===== src/rtl/clkdiv_sched.sv =====
// ============================================================================
//  Module   : clkdiv_sched
//  Purpose  : Run-time programmable clock divider with glitch-free divisor
//             switching, start/stop control and a once-per-period tick.
//  Option   : CLKDIV_SCHED_PERIOD_CNT_EN adds a 16-bit completed-period count.
//  Revision : 1.0 - initial release
// ============================================================================
`default_nettype none

module clkdiv_sched #(
    parameter int CNT_W       = 32,
    parameter int DEFAULT_DIV = 10
) (
    input  logic             clk_in,
    input  logic             reset,
    input  logic             en,
    input  logic [CNT_W-1:0] div_in,
    input  logic             div_valid,
    output logic             div_ready,
    output logic             clk_out,
    output logic             tick,
    output logic [CNT_W-1:0] cur_div,
    output logic             running
`ifdef CLKDIV_SCHED_PERIOD_CNT_EN
    ,
    output logic [15:0]      period_cnt
`endif
);

    typedef enum logic [1:0] {
        ST_STOP   = 2'd0,
        ST_RUN    = 2'd1,
        ST_SWITCH = 2'd2
    } state_t;

    localparam logic [CNT_W-1:0] C_DEF_DIV = CNT_W'(DEFAULT_DIV);
    localparam logic [CNT_W-1:0] C_MIN_DIV = CNT_W'(2);
    localparam logic [CNT_W-1:0] C_ONE     = CNT_W'(1);

    state_t           state_q, state_d;
    logic [CNT_W-1:0] cnt_q, cnt_d;
    logic [CNT_W-1:0] pend_q, pend_d;
    logic [CNT_W-1:0] cur_div_q, cur_div_d;
    logic             clk_out_q, clk_out_d;
    logic             tick_q, tick_d;
    logic             ready_q, ready_d;
    logic             running_q, running_d;

    logic             w_xfer;
    logic             w_wrap;
    logic [CNT_W-1:0] w_div_clamped;

    assign w_xfer        = div_valid && ready_q;
    assign w_wrap        = (cnt_q == (cur_div_q - C_ONE));
    assign w_div_clamped = (div_in < C_MIN_DIV) ? C_MIN_DIV : div_in;

    always_comb begin
        state_d   = state_q;
        cnt_d     = cnt_q;
        pend_d    = pend_q;
        cur_div_d = cur_div_q;
        tick_d    = (state_q != ST_STOP) && w_wrap;

        case (state_q)
            ST_STOP: begin
                cnt_d = '0;
                if (w_xfer) begin
                    cur_div_d = w_div_clamped;
                end
                if (en) begin
                    state_d = ST_RUN;
                end
            end
            ST_RUN: begin
                cnt_d = w_wrap ? '0 : (cnt_q + C_ONE);
                if (w_wrap && !en) begin
                    // Stopping at this boundary: nothing left to switch, so
                    // a divisor arriving on the same edge is applied directly.
                    state_d = ST_STOP;
                    if (w_xfer) begin
                        cur_div_d = w_div_clamped;
                    end
                end else if (w_xfer) begin
                    pend_d  = w_div_clamped;
                    state_d = ST_SWITCH;
                end
            end
            ST_SWITCH: begin
                cnt_d = w_wrap ? '0 : (cnt_q + C_ONE);
                if (w_wrap) begin
                    cur_div_d = pend_q;
                    state_d   = en ? ST_RUN : ST_STOP;
                end
            end
            default: begin
                state_d = ST_STOP;
                cnt_d   = '0;
            end
        endcase

        running_d = (state_d != ST_STOP);
        ready_d   = (state_d != ST_SWITCH);
        // Registered from the next count and next divisor so clk_out lines up
        // with the counter and a new divisor starts with a clean high phase.
        clk_out_d = running_d && (cnt_d < (cur_div_d >> 1));
    end

    always_ff @(posedge clk_in or negedge reset) begin
        if (!reset) begin
            state_q   <= ST_STOP;
            cnt_q     <= '0;
            pend_q    <= '0;
            cur_div_q <= C_DEF_DIV;
            clk_out_q <= 1'b0;
            tick_q    <= 1'b0;
            ready_q   <= 1'b1;
            running_q <= 1'b0;
        end else begin
            state_q   <= state_d;
            cnt_q     <= cnt_d;
            pend_q    <= pend_d;
            cur_div_q <= cur_div_d;
            clk_out_q <= clk_out_d;
            tick_q    <= tick_d;
            ready_q   <= ready_d;
            running_q <= running_d;
        end
    end

    assign div_ready = ready_q;
    assign clk_out   = clk_out_q;
    assign tick      = tick_q;
    assign cur_div   = cur_div_q;
    assign running   = running_q;

`ifdef CLKDIV_SCHED_PERIOD_CNT_EN
    logic [15:0] pcnt_q, pcnt_d;
    logic        w_div_load;

    assign w_div_load = ((state_q == ST_STOP) && w_xfer)
                     || ((state_q == ST_SWITCH) && w_wrap)
                     || ((state_q == ST_RUN) && w_wrap && !en && w_xfer);

    always_comb begin
        pcnt_d = pcnt_q;
        if (w_div_load) begin
            pcnt_d = '0;
        end else if (tick_d) begin
            pcnt_d = pcnt_q + 16'd1;
        end
    end

    always_ff @(posedge clk_in or negedge reset) begin
        if (!reset) begin
            pcnt_q <= '0;
        end else begin
            pcnt_q <= pcnt_d;
        end
    end

    assign period_cnt = pcnt_q;
`endif

endmodule

`default_nettype wire

===== config.mk =====
export PLATFORM = sky130hd
export DESIGN_NAME = clkdiv_sched
export DESIGN_NICKNAME = d
export VERILOG_FILES = /design/src/rtl/clkdiv_sched.sv
export SDC_FILE = /design/constraint.sdc
export NUM_CORES = 1
export LEC_CHECK = 0
export BUFFER_PORTS_ARGS = -buffer_cell sky130_fd_sc_hd__buf_4
export CAP_MARGIN = 20
export CORE_MARGIN = 3
export CORE_UTILIZATION = 25
export DETAILED_ROUTE_END_ITERATION = 7
export GPL_ROUTABILITY_DRIVEN = 0
export PLACE_DENSITY = 0.49
export SYNTH_ARGS = -nofsm -noshare
export SYNTH_HDL_FRONTEND = slang
export SYNTH_SLANG_ARGS = --single-unit
export TNS_END_PERCENT = 1

===== constraint.sdc =====
create_clock -name clk_in -period 16.8 [get_ports clk_in]
set_input_delay 2.52 -clock clk_in [delete_from_list [all_inputs] [get_ports clk_in]]
set_output_delay 2.52 -clock clk_in [all_outputs]
set_load 0.01 [all_outputs]

# Word level (Yosys, flattened, before mapping)
# Cells that the tools add are included.
[classes]
reduce_logical = 12
bitwise_logic = 1
n_eq_ne = 6
n_mux = 13
order_cmp = 2
n_addsub = 2
[op_table]
columns = ["op", "count"]
rows = [
  ["$mux W32", 6],
  ["$pmux W32 S3", 1],
  ["$add A32 B1 Y32 const B", 1],
  ["$eq A32 B32 Y1", 1],
  ["$lt A32 B2 Y1 const B", 1],
  ["$lt A32 B31 Y1", 1],
  ["$sub A32 B1 Y32 const B", 1],
  ["$mux W2", 4],
  ["$ne A2 B2 Y1 const B", 3],
  ["$pmux W2 S3", 1],
  ["$reduce_and A3 Y1", 2],
  ["$logic_and A1 B1 Y1", 4],
  ["$reduce_bool A2 Y1", 2],
  ["$reduce_bool A3 Y1", 1],
  ["$eq A2 B1 Y1 const B", 1],
  ["$eq A2 B2 Y1 const B", 1],
  ["$logic_not A2 Y1", 1],
  ["$reduce_or A2 Y1", 1],
  ["$logic_not A1 Y1", 1],
  ["$mux W1", 1],
  ["$not A1 Y1", 1],
]
[totals]
register_bits = 102
out_inout_bits = 36
inputBits = 36

# Logic depth before layout (Yosys ltp)
# Gate-level depths: netlist (run 1).
[depth]
word_depth = 7
depth_mapped = 22
mapped_depth_nobuf = 21

# Least setup slack after synthesis (run 1)
# Ideal clock, no wire load.
[synth_path]
path_type = "flip-flop to flip-flop"
startpoint = "register cur_div_q[0], in the netlist cur_div[0]"
endpoint = "register clk_out_q, in the netlist clk_out"
synth_period_minus_slack_ps = 5496
setup_time_ps = 94
path_stages_with_launch = 22
required_ps = 16706
path_slack_ps = 11304
t_arrival_ps = 5402
path_cell_list = "dfrtp_1 > inv_1 > ha_1 > or4b_4 > or4_1 > or4b_1 > a211oi_2 > nand4_4 > nor4_4 > o221ai_2 > clkbuf_1 > a21oi_1 > ha_1 > a21o_1 > a21o_1 > a21oi_1 > nor2_1 > a211oi_1 > o21ai_0 > a221oi_1 > or3b_1 > a221oi_2"
[synth_between]
elab_chain_cells = 7
elab_cells_between_ends = 14
[synth_lines]
columns = ["element", "line_no", "text"]
rows = [
  ["start, declared", "43", "logic [CNT_W-1:0] cur_div_q, cur_div_d;"],
  ["start signal, assigned", "122", "cur_div_q <= cur_div_d;"],
  ["$sub A32 B1 Y32 *", "54", "assign w_wrap = (cnt_q == (cur_div_q - C_ONE));"],
  ["$eq A32 B32 Y1 *", "54", ""],
  ["$logic_and A1 B1 Y1", "76", "if (w_wrap && !en) begin"],
  ["$mux W32 / $mux W2 (equally long branches)", "76", ""],
  ["$pmux W32 S3 / $pmux W2 S3 (equally long branches)", "64", "case (state_q)"],
  ["$lt A32 B31 Y1 / $reduce_bool A2 Y1 (equally long branches)", "105, 101", ""],
  ["$logic_and A1 B1 Y1 *", "105", "clk_out_d = running_d && (cnt_d < (cur_div_d >> 1));"],
  ["net clk_out_d", "44", "logic clk_out_q, clk_out_d;"],
  ["end signal, assigned", "123", "clk_out_q <= clk_out_d;"],
  ["end, declared", "44", ""],
]
# The timed path passes the listed nets; every way through them passes the cells marked *. The select of a mux whose other input is x is not followed.
# A chain may end at the register's enable or synchronous reset.

# Final worst setup path (run 1)
[layout_path]
startpoint = "register cur_div_q[2], in the netlist cur_div[2]"
endpoint = "register clk_out_q, in the netlist clk_out"
[layout_between]
elab_chain_cells = 7
elab_cells_between_ends = 15
[layout_lines]
columns = ["element", "line_no"]
rows = [
  ["$sub A32 B1 Y32", "54"],
  ["$eq A32 B32 Y1", "54"],
  ["$logic_and A1 B1 Y1", "76"],
  ["$mux W32 / $mux W2 (equally long branches)", "76"],
  ["$pmux W32 S3 / $pmux W2 S3 (equally long branches)", "64"],
  ["$lt A32 B31 Y1 / $reduce_bool A2 Y1 (equally long branches)", "105, 101"],
  ["$logic_and A1 B1 Y1 *", "105"],
  ["net clk_out_d", "44"],
]
# Marks and branches as above.

==> results of run 1 <==
synth_stat cells, types with 19 or more instances:
cell      instances
mux2_1           20
ha_1             36
xnor2_1          40
a21o_1           41
xor2_1           29
nand2_1          62
a21oi_1          74
nor2_1           57
o21ai_0          31
nand3_1          19
nor4_1           24
nand4_1          19
mux2_2           34
clkbuf_1         37
dfrtp_1          99
area by class of cell:
cell class	instances	area (sq um)
fillers	3070	19800
multi-input cells	625	4470
flip-flops and latches	102	2560
repair buffers	82	616
well taps	378	473
clock buffers	10	239
inverters	18	67.6
clock inverters	6	51.3
through the flow:
| step | area (sq um) | worst slack [ns] |
|---|---|---|
| CTS | 8470 | 10.65 |
| detailed placement | 8180 | 10.68 |
| global placement | 8180 | 10.77 |
| floorplan | 7270 | 11.30 |
| finish | 8470 | 10.61 |
| global route | 8470 | 10.04 |
critical path: cells and delay by family, from the launching register on:
kind / cells / cell delay [ns]
compound gates: 9 / 1.88
fa+ha+maj: 1 / 0.26
buf+inv: 1 / 0.34
flops: 1 / 0.56
simple gates: 8 / 3.05
metal layers:
| layer | up-vias | GRT usage, % | wire, microns |
|---|---|---|---|
| met4 | 0 | 5.11 | 574 |
| met1 | 2966 | 22.2 | 11500 |
| li1 | 2993 | - | - |
| met2 | 172 | 21.7 | 9930 |
| met3 | 26 | 2.32 | 1030 |
| met5 | - | 0 | 0 |
kinds of logic (layout without fill, tap and decap cells):
| logic type | count (synthesis) | in the layout |
|---|---|---|
| AO/OA/AOI/OAI | 203 | 203 |
| buffers and inverters | 69 | 116 |
| flip-flops | 102 | 102 |
| adder cells (fa/ha/maj) | 36 | 36 |
| AND/OR/NAND/NOR | 252 | 252 |
| XOR/XNOR | 69 | 69 |
| multiplexers | 65 | 65 |
power groups by stage:
| stage | Sequential (W) | Clock [W] | Combinational (W) |
|---|---|---|---|
| after global placement | 0.000471 | 0 | 0.000827 |
| after global routing | 0.000484 | 0.000231 | 0.000918 |
| after CTS | 0.000467 | 0.000223 | 0.000833 |
| final | 0.000469 | 0.000215 | 0.000826 |
| after detailed placement | 0.000472 | 0 | 0.000827 |
| after floorplan | 0.000410 | 0 | 0.000606 |
flip-flops by register name, summed over array words and instances (netlist names):
register   flops
clk_out        1
cur_div       32
pend_q        32
cnt_q         32
tick           1
running        1
div_ready      1
state_q        2
worst max path at each step:
stage	cells after the start	slack, ns	end	start
floorplan	21	11.30	clk_out$_DFF_PN0_	cur_div[0]$_DFFE_PN0P_
global placement	19	10.77	clk_out$_DFF_PN0_	cur_div[2]$_DFF_PN0_
detailed placement	19	10.68	clk_out$_DFF_PN0_	cur_div[2]$_DFF_PN0_
CTS	19	10.65	clk_out$_DFF_PN0_	cur_div[2]$_DFF_PN0_
global route	19	10.04	clk_out$_DFF_PN0_	cur_div[2]$_DFF_PN0_
finish	19	10.61	clk_out$_DFF_PN0_	cur_div[2]$_DFF_PN0_
==> results.ini, run 1 <==
[final_layout]
antenna_cells=0
final_cells=1221
synthToLayoutAreaGrowth_pct=16.4
finalNetCount=910
final_cell_mix=99 x dfrtp_1, 82 x buf_4, 74 x a21oi_1
layout-drive-gt1-share_pct=19.5
final_common_cell=dfrtp_1
fin_util_pct=30.0

[floorplanning]
die_y_microns=177
start_util_pct=25.8
die_w_microns=177
rows=61
io_pins=72
fp.dieArea_sq_um=31200
core_area_sq_um=28200

[drt]
wire_per_inst_microns=18.9
via_per_inst=5.04
first_iter_violations=473
drt_wl_total_microns=23100
num_vias=6157
drc=0
firstDrtPassIters=5
ant_nets=0

[yosys]
async_reset_ff_share_pct=100
yosysTopAreaCell=dfrtp_1
synth_simple_gate_area_share_pct=18.6
synth_edf_count=0
ys_seq_area_share_pct=35.1
syn_nets=868
synth_top_family_by_area=simple AND/OR/NAND/NOR gates
postSynthCellCount=796
avgSynthCellArea_sq_um=9.14
synthTopCellsByArea=dfrtp_1 34%, ha_1 6.2%, mux2_2 5.3%, a21oi_1 5.1%, xnor2_1 4.8%
synth_compound_area_share_pct=17.5
netlist_area_sq_um=7270
synth-seq-cells=102
muxShareOfSynthArea_pct=10.4
synth_top_area_share_pct=34.1
synth_cell_types=72
synth_xor_area_share_pct=8.31
ys.flop_type=dfrtp_1
yosys_warnings=0
synth_adder_area_share_pct=6.19

[power]
swShare_pct=46.8
p_clk_share_pct=14.2
internal_power_w=0.000803
fin_total_pwr_w=0.00151
ir_worst_vdd_mv=0.0841
combPwrFrac_pct=54.7
p_per_area_nw_per_um2=178
leakagePower_nw=3.65
p_seq_share_pct=31.1
power.switching_w=0.000707

[global_routing]
grt_first_pass_wirelength_microns=36000
grt-ovfl-total=0
grt_pass1_vias=5994
antenna_found_initial=0
grt_use_total_pct=14.9
grt_max_degree=69

[sta]
whs_ns=0.492
finalSetupTns_ns=0
slew_headroom_pct=36.4
min_period_ns=6.19
slew_violations=0
rsz0062_at_grt=false
final-setup-viol-count=0
worst_pin_slew_ns=0.953
fin_crit_sh_pct=36.8
hold_viol=0
finClkSkew_ns=0.0118
max_freq_mhz=162

[worst_setup_path]
arrival_ns=6.45
cp-start-kind=register
r2r_slack_ns=10.61
r2r_end=clk_out$_DFF_PN0_
crit_type=register to register
critical_path.cell_chain=or4_1, nor4_1, nor2_1, a2111oi_0, nand4_1, nor4_4, o221ai_4, buf_4, a21oi_1, ha_1, a21o_1, a21o_1, a21oi_1, nor2b_1, o21ai_0, nand2b_1, a221oi_1, or3b_1, a221oi_2
reg2reg_depth=19
crit_slowest_cell=or4_1
reg2reg_from=cur_div[2]$_DFF_PN0_
crit_required_ns=17.06
critPathMaxStageDelay_ns=0.69
end_kind=register
cp_max_fo=60

[hold_path]
whs_path_depth=1
hp-class=register to register
whs_endpoint=pend_q[12]$_DFFE_PN0P_
hp-start=pend_q[12]$_DFFE_PN0P_

[placement]
port_buffers=71
hpwlAfterDp_microns=17500
place_inst=1205

[cts]
clock-sinks=102
holdBufCountCts=0
cts_resized=0
root_buffer=clkbuf_16
cts_tree=built
cts_made_buffers=9
htree_levels=3
clk_pin_slew_worst_paths_ns=0.08
clock_latency_ns=0.36
cts_buffer_depth=2
post_cts_buffers=0

[run]
maxCapViolations=0

[outcome]
outcome=completed

Note: power is estimated with default switching activity, not from simulation.
==> inputs of run 2 (changes only) <==
--- a/config.mk
+++ b/config.mk
@@ -5,13 +5,14 @@
 export SDC_FILE = /design/constraint.sdc
 export NUM_CORES = 1
 export LEC_CHECK = 0
+export ABC_AREA = 1
 export BUFFER_PORTS_ARGS = -buffer_cell sky130_fd_sc_hd__buf_4
 export CAP_MARGIN = 20
 export CORE_MARGIN = 3
 export CORE_UTILIZATION = 25
 export DETAILED_ROUTE_END_ITERATION = 7
 export GPL_ROUTABILITY_DRIVEN = 0
-export PLACE_DENSITY = 0.49
+export PLACE_DENSITY = 0.51
 export SYNTH_ARGS = -nofsm -noshare
 export SYNTH_HDL_FRONTEND = slang
 export SYNTH_SLANG_ARGS = --single-unit
==> constraint.sdc (replaced) <==
create_clock -name clk_in -period 5.5 [get_ports clk_in]
set_input_delay 0.825 -clock clk_in [delete_from_list [all_inputs] [get_ports clk_in]]
set_output_delay 0.825 -clock clk_in [all_outputs]
set_load 0.01 [all_outputs]
==> results.ini, run 2 <==
[outcome]
outcome=completed

[global_routing]
antenna_found_initial=0
grt_max_degree=55
grt_use_total_pct=17.0
grt_first_pass_wirelength_microns=44600
grt-ovfl-total=0
grt_pass1_vias=7638

[cts]
clock_latency_ns=0.35
clock-sinks=102
holdBufCountCts=0
htree_levels=3
cts_made_buffers=9
root_buffer=clkbuf_16
clk_pin_slew_worst_paths_ns=0.07
cts_buffer_depth=2
cts_tree=built

[placement]
preCtsSetupSlack_ns=0.240
place_inst=1592
port_buffers=71
hpwlAfterDp_microns=22900

[drt]
first_iter_violations=654
via_per_inst=4.88
drc=0
firstDrtPassIters=5
num_vias=7852
wire_per_inst_microns=17.6
ant_nets=0
drt_wl_total_microns=28400

[worst_setup_path]
cp_max_fo=11
end_kind=register
crit_type=register to register
crit_required_ns=5.78
r2r_end=clk_out$_DFF_PN0_
r2r_slack_ns=0.41
cp-start-kind=register
reg2reg_depth=26
reg2reg_from=cur_div[1]$_DFF_PN1_
setup.worst_path.end=clk_out$_DFF_PN0_
crit_start=cur_div[1]$_DFF_PN1_
arrival_ns=5.37

[sta]
fin_crit_sh_pct=92.5
whs_ns=0.474
hold_viol=0
rsz0062_at_grt=false
slew_violations=0
finClkSkew_ns=0.00770
final-setup-viol-count=0
max_freq_mhz=197
min_period_ns=5.09
worst_pin_slew_ns=0.735
slew_headroom_pct=51.0
finalSetupTns_ns=0
final.setup.worst_slack_ns=0.411

[floorplanning]
die_y_microns=183
die_w_microns=183
start_util_pct=25.5
io_pins=72
fp.dieArea_sq_um=33600
rows=64
core_area_sq_um=30700

[final_layout]
final_common_cell=nand2_1
layout-drive-gt1-share_pct=15.9
multi_input_area_sq_um=4650
antenna_cells=0
final_cells=1610
synthToLayoutAreaGrowth_pct=17.2
seqCellArea_sq_um=2560
nFillCells=3378
final_cell_mix=358 x nand2_1, 141 x nor2_1, 104 x inv_1
finalNetCount=1282

[yosys]
synthTopCellsByArea=dfrtp_1 32%, nand2_1 17%, nor2_1 6.8%, ha_1 5.7%, inv_1 5.0%
ys.flop_type=dfrtp_1
yosysTopAreaCell=dfrtp_1
avgSynthCellArea_sq_um=6.86
ys_seq_area_share_pct=32.6
synth.most_common_cell=nand2_1
synth_edf_count=0
yosys_warnings=0
netlist_area_sq_um=7850
syn_nets=1217
synth_cell_types=51
synth_common_cells=359 x nand2_1, 143 x nor2_1, 105 x inv_1
postSynthCellCount=1145
synth-seq-cells=102
async_reset_ff_share_pct=100
synth_top_area_share_pct=31.5

[hold_path]
hp-class=register to register

[power]
ir_worst_vdd_mv=0.281
p_per_area_nw_per_um2=550
leakagePower_nw=4.42
fin_total_pwr_w=0.00506

[run]
maxCapViolations=0

run 2: cell types whose count changed after synthesis, moves of 29 or more:
cell / delta
a21o_1: -40
inv_1: +88
mux2_2: -34
nand2_1: +297
nand3_1: +32
nor2_1: +86
xnor2_1: -29
run 2: power by group:
group	switching, W	internal [W]	total, W	leakage [nW]
Clock	0.000294	0.000489	0.000784	0.170
Sequential	0.000400	0.00101	0.00141	1.31
Combinational	0.00189	0.000975	0.00286	2.94
run 2: cells by family (layout without fill, tap and decap cells):
family	Yosys count	count (layout)	synth area share [%]
multiplexers	3	3	0.382
XOR/XNOR	32	32	3.57
AO/OA/AOI/OAI	173	173	14.8
adder cells (fa/ha/maj)	36	36	5.74
flip-flops	102	102	32.6
AND/OR/NAND/NOR	634	634	34.7
buffers and inverters	165	234	8.27
run 2: area by class of cell:
| class | instances | share of cell area, % |
|---|---|---|
| flip-flops and latches | 102 | 27.8 |
| well taps | 396 | 5.38 |
| inverters | 134 | 5.51 |
| clock inverters | 4 | 1.31 |
| repair buffers | 85 | 6.93 |
| clock buffers | 11 | 2.53 |
| multi-input cells | 878 | 50.6 |
run 2: worst max-delay path, stage by stage, from the launching register on:
cell and delay, ns:
dfstp_2 0.40, inv_2 0.10, ha_1 0.23, nand3_2 0.18, nor2_2 0.32, nand2_1 0.16
clkinv_1 0.11, nand3_1 0.09, nand3_1 0.14, nand3_1 0.09, nor2_1 0.16, nand2_1 0.09
nor2_2 0.16, nand3_2 0.13, nand2_2 0.11, nand2_1 0.35, nor2_4 0.25, inv_2 0.17
a22oi_2 0.28, ha_1 0.29, a21oi_1 0.18, o21ai_0 0.10, a21oi_1 0.13, o21bai_1 0.10
a221oi_1 0.28, nand3_1 0.21, a21oi_1 0.18
run 2: what timing repair did:
| item | 4_1_cts | 5_1_grt |
|---|---|---|
| resized for setup | 0 | 2 |
| endpoints found under the setup margin | 0 | 1 |
| setup buffers | 0 | 3 |
| hold endpoints to repair | 0 | 0 |
run 2: layer usage:
layer | track usage (%) | part of all wire, %
met1 | 24.1 | 48
met2 | 27.4 | 45
met3 | 2.50 | 5.0
met4 | 4.42 | 2.1
met5 | 0 | 0
run 2: worst min-delay path by stage:
stage | startpoint | endpoint | slack [ns] | depth (start not counted)
6_report | pend_q[5]$_DFFE_PN0P_ | pend_q[5]$_DFFE_PN0P_ | 0.47 | 2
3_3_place_gp | pend_q[30]$_DFFE_PN0P_ | pend_q[30]$_DFFE_PN0P_ | 0.46 | 2
5_1_grt | pend_q[18]$_DFFE_PN0P_ | pend_q[18]$_DFFE_PN0P_ | 0.49 | 2
3_5_place_dp | pend_q[12]$_DFFE_PN0P_ | pend_q[12]$_DFFE_PN0P_ | 0.46 | 2
2_1_floorplan | pend_q[10]$_DFFE_PN0P_ | pend_q[10]$_DFFE_PN0P_ | 0.44 | 2
4_1_cts | pend_q[12]$_DFFE_PN0P_ | pend_q[12]$_DFFE_PN0P_ | 0.48 | 2
run 2: stage by stage:
step           area (sq um)  util (%)
2_1_floorplan          7850         -
3_3_place_gp           8820      28.7
3_5_place_dp           8820      28.7
4_1_cts                9180      29.8
5_1_grt                9200      29.9
6_report               9200      29.9
